<file path="src/rtl/store_buffer.sv">
// rtl/store_buffer.sv - posted-write store FIFO with load forwarding; STORE_BUF_COALESCE_EN merges same-word stores
module store_buffer #(
  parameter int DEPTH      = 4,
  parameter int ADDR_WIDTH = 12
) (
  input  logic                     clk,
  input  logic                     reset,
  input  logic                     st_valid,
  input  logic [31:0]              st_addr,
  input  logic [31:0]              st_data,
  output logic                     st_ready,
  input  logic [31:0]              ld_addr,
  output logic                     ld_hit,
  output logic [31:0]              ld_data,
  input  logic                     drain_stall,
  output logic                     dm_we,
  output logic [31:0]              dm_addr,
  output logic [31:0]              dm_wdata,
  output logic [$clog2(DEPTH):0]   count,
  output logic                     empty,
  output logic                     full
);

  localparam int PTR_W = $clog2(DEPTH);
  localparam int CNT_W = PTR_W + 1;

  logic [29:0]      entry_addr [DEPTH];
  logic [31:0]      entry_data [DEPTH];
  logic [PTR_W-1:0] head;
  logic [PTR_W-1:0] tail;
  logic             accept;
  logic             coalesce;
  logic             push;
  logic             pop;
  logic             unused_bits;

  assign empty    = (count == '0);
  assign full     = (count == CNT_W'(DEPTH));
  assign st_ready = !full;
  assign dm_we    = !empty && !drain_stall;
  assign dm_addr  = empty ? 32'h0 : {entry_addr[head], 2'b00};
  assign dm_wdata = empty ? 32'h0 : entry_data[head];

  assign accept = st_valid && st_ready;
  assign pop    = dm_we;

`ifdef STORE_BUF_COALESCE_EN
  logic [PTR_W-1:0] tail_prev;
  assign tail_prev = tail - PTR_W'(1);
  // Merging into an entry that leaves at this same edge would lose the new data.
  assign coalesce = accept && !empty
                 && (entry_addr[tail_prev][ADDR_WIDTH-3:0] == st_addr[ADDR_WIDTH-1:2])
                 && ((count >= CNT_W'(2)) || !dm_we);
`else
  assign coalesce = 1'b0;
`endif

  assign push = accept && !coalesce;

  assign unused_bits = ^{st_addr[1:0], ld_addr};

  // Walk oldest to youngest so the youngest match is the one left standing.
  always_comb begin
    ld_hit  = 1'b0;
    ld_data = 32'h0;
    for (int i = 0; i < DEPTH; i++) begin
      if ((CNT_W'(i) < count) &&
          (entry_addr[head + PTR_W'(i)][ADDR_WIDTH-3:0] == ld_addr[ADDR_WIDTH-1:2])) begin
        ld_hit  = 1'b1;
        ld_data = entry_data[head + PTR_W'(i)];
      end
    end
  end

  always_ff @(posedge clk or negedge reset) begin
    if (!reset) begin
      head  <= '0;
      tail  <= '0;
      count <= '0;
    end else begin
      if (push) tail <= tail + PTR_W'(1);
      if (pop)  head <= head + PTR_W'(1);
      case ({push, pop})
        2'b10:   count <= count + CNT_W'(1);
        2'b01:   count <= count - CNT_W'(1);
        default: count <= count;
      endcase
    end
  end

  // Entry payloads are qualified by the pointers, so they carry no reset.
  always_ff @(posedge clk) begin
    if (push) begin
      entry_addr[tail] <= st_addr[31:2];
      entry_data[tail] <= st_data;
    end
`ifdef STORE_BUF_COALESCE_EN
    if (coalesce) entry_data[tail_prev] <= st_data;
`endif
  end

endmodule

</file>
<file path="config.mk">
export PLATFORM = sky130hd
export DESIGN_NAME = store_buffer
export DESIGN_NICKNAME = d
export VERILOG_FILES = /design/src/rtl/store_buffer.sv
export SDC_FILE = /design/constraint.sdc
export NUM_CORES = 1
export LEC_CHECK = 0
export CAP_MARGIN = 10
export CORE_ASPECT_RATIO = 1.5
export CORE_UTILIZATION = 40
export DETAILED_ROUTE_END_ITERATION = 12
export PLACE_DENSITY = 0.57
export REMOVE_ABC_BUFFERS = 1
export SETUP_SLACK_MARGIN = 0.5
export SLEW_MARGIN = 15
export SYNTH_ARGS = -nofsm -noshare
export SYNTH_HDL_FRONTEND = slang
export SYNTH_SLANG_ARGS = --single-unit
</file>
<file path="constraint.sdc">
create_clock -name clk -period 3.75 [get_ports clk]
set_clock_uncertainty 0.15 [all_clocks]
set_input_delay 0.5625 -clock clk [delete_from_list [all_inputs] [get_ports clk]]
set_output_delay 0.5625 -clock clk [all_outputs]
set_load 0.03 [all_outputs]
</file>
==> reports/metrics.cfg <==
[worst_setup_path]
slowest_stage=dfrtp_4
crit_type=reg -> out
r2r_start=count[0]
reg2reg_to=entry_data[2][14]
required_ns=3.04
slowest_delay_ns=0.57
rrSetupSlack_ns=0.95
reg2reg_depth=10
cp-start-kind=register
crit_chain=clkbuf_16 > mux2i_2 > or3b_1 > a31oi_1 > nand4_1 > buf_6 > clkbuf_16 > buf_12 > clkbuf_16 > buf_4 > o41ai_2 > a21oi_1 > a211oi_2 > buf_4
crit_arrival_ns=3.83
worstPathMaxFanout=8
end_kind=primary output
crit_top_cell=clkbuf_16

[die]
dieHeight_um=244
ios=204
die_x_um=163
start_util=0.405
core_mm2=0.0384
row_count=88
die_area_mm2=0.0397

[grt]
track_usage=0.250
grt_max_degree=68
grt_overflow=0
grt_first_pass_wirelength_um=76100
antenna_found_initial=1
first_global_vias=13400

[power]
p_per_area_mw_per_mm2=899
max-vdd-ir-drop_v=0.000569
power_leakage_nw=8.35

[sta]
worst_pin_slew_ns=0.677
finalCriticalPeriod_ns=4.54
worst_slack_ns=-0.793
finalCritPeriodShare=1.21
maxSlewViolCount=0
timing.fmax_mhz=220
finalSetupViolCount=33
slew_headroom=0.549
rsz0062_at_grt=yes
finalHoldViolations=0

[clock_tree]
cts_tree=built
cts_max_level=1
holdBufCountCts=0
clock_sinks=255
clock_latency_ns=0.56
root_buffer=clkbuf_16
cts_buffers=26
cts.clk_slew.worst_paths_ns=0.06
clockBufferDepth=3

[cells_and_area]
drive_above_1_share=0.470
syn_to_final_growth_pct=51.9
antennaDiodeCount=0
finalNonFillerCells=2179
finalCoreUtilization=0.616
final_area_mm2=0.0237
final_nets=1773

[run_status]
status=finished with violations
violations=negative setup slack

[synthesis]
ys.flop_type=edfxtp_1
synth_edf_count=248
synth.distinct_cells=62
avgSynthCellArea_um2=12.2
synth_seq_cells=255
netlist_instances=1276
ys.warnings.count=0
async_flop_share=0.0275
netlist_area_mm2=0.0156
ys_seq_area_frac=0.490

[drt]
wirelength_um=53800
vias=13500
drc=0
postRouteAntennaNets=0
wl_per_cell_um=24.7
dr.pass1.iters=6
avgViaCountPerCell=6.20
dr.first_iter.drc_count=1081

[place]
post-dp-hpwl_um=33000
dpl_cell_area_mm2=0.0196
finalWeightedCongestion=0.940
placed_cells=2051
port_buffers=177

[hold_path]
min_path_type=in -> async

[run]
cap_viol_max_count=0

==> timing repair <==
| action | CTS | global route |
|---|---|---|
| resized for setup | 172 | 347 |
| endpoints found under the setup margin | 97 | 90 |
| endpoints found under the hold margin | 0 | 0 |
| cloned | 6 | 16 |
| pin swaps | 9 | 69 |
| setup buffers | 22 | 36 |
==> report_power, final <==
part	leakage, nW	internal, W	switching, W
Clock	0.431	0.00160	0.00117
Sequential	2.35	0.00377	0.000259
Combinational	5.57	0.00647	0.00800
==> metal layers <==
metal / vias up / track usage / wire (um)
li1: 5995 / - / -
met1: 6776 / 0.287 / 20100
met2: 570 / 0.447 / 27600
met3: 175 / 0.0361 / 2950
met4: 2 / 0.123 / 3070
met5: - / 0 / 12
==> critical path, delay by kind of cell (launching register included) <==
kind | cells | cell delay, ns
AND/OR/NAND/NOR | 2 | 0.47
AO/OA/AOI/OAI | 4 | 0.90
flip-flops | 1 | 0.57
multiplexers | 1 | 0.17
buffers and inverters | 7 | 1.13
==> placed cells by master (no fill, tap or decap), types with 34 or more instances in the layout <==
cell type | netlist | final
a31oi_1 | 35 | 34
buf_12 | 1 | 56
buf_4 | 5 | 253
buf_6 | 6 | 57
clkbuf_16 | 0 | 40
clkdlybuf4s50_1 | 0 | 78
edfxtp_1 | 248 | 248
mux2i_1 | 144 | 115
nor2_1 | 48 | 37
nor4_2 | 7 | 38
o2111ai_1 | 62 | 54
==> worst max-delay path by stage <==
stage               slack (ns)         from          end
floorplan                -9.54      head[1]  ld_data[30]
global placement         -0.62   ld_addr[9]   ld_data[3]
detailed placement       -0.64  ld_addr[11]   ld_data[3]
CTS                      -0.80      head[1]  ld_data[29]
global route             -0.97      head[1]   ld_data[9]
finish                   -0.79      head[1]   ld_data[9]
==> synth_stat cells (all sizes together), types with 22 or more instances <==
cell	instances	area, um^2
or3	34	213
xnor2	35	307
o2111ai	62	543
o41ai	33	289
or2	28	175
o22ai	34	213
mux4	27	608
nor2	48	180
and2	22	138
nor4	64	444
nor2b	24	150
a32oi	31	272
a211oi	39	293
buf	69	403
mux2	38	428
edfxtp	248	7450
clkbuf	81	304
mux2i	147	1490
nor3	36	180
a31oi	35	219
==> through the flow <==
step	worst slack, ns	hold slack, ns	setup TNS (ns)	total power (W)
final	-0.793	0.121	-23.53	0.0213
after global routing	-0.969	0.122	-28.25	0.0222
after CTS	-0.795	0.118	-24.32	0.0190
after detailed placement	-0.643	0.472	-16.11	0.0155
after global placement	-0.624	0.454	-15.05	0.0154
after floorplan	-9.54	0.117	-575.49	0.0103
==> flip-flops by register name, indices dropped and copies added (netlist names) <==
register and flops:
entry_data 128, head 2, tail 2, count 3, entry_addr 120
==> logic make-up (layout without fill, tap and decap cells) <==
| kind of cell | count (synthesis) | in the layout | share of synthesized area |
|---|---|---|---|
| compound gates | 295 | 295 | 0.155 |
| mux | 212 | 212 | 0.162 |
| simple gates | 299 | 299 | 0.113 |
| other cells | 1 | 2 | 0.000241 |
| buf+inv | 161 | 568 | 0.0481 |
| xor+xnor | 44 | 44 | 0.0248 |
| flops | 255 | 255 | 0.490 |
| fa+ha+maj | 9 | 9 | 0.00723 |
==> layout make-up <==
type / count / area, um^2
clock inverter: 18 / 223
clock buffer: 30 / 686
multi-input combinational: 861 / 8970
fill: 2966 / 14800
timing repair buffer: 509 / 5490
inverter: 11 / 43.8
sequential: 255 / 7630
tap: 495 / 619
No activity file was read; power rests on OpenSTA's default activity.
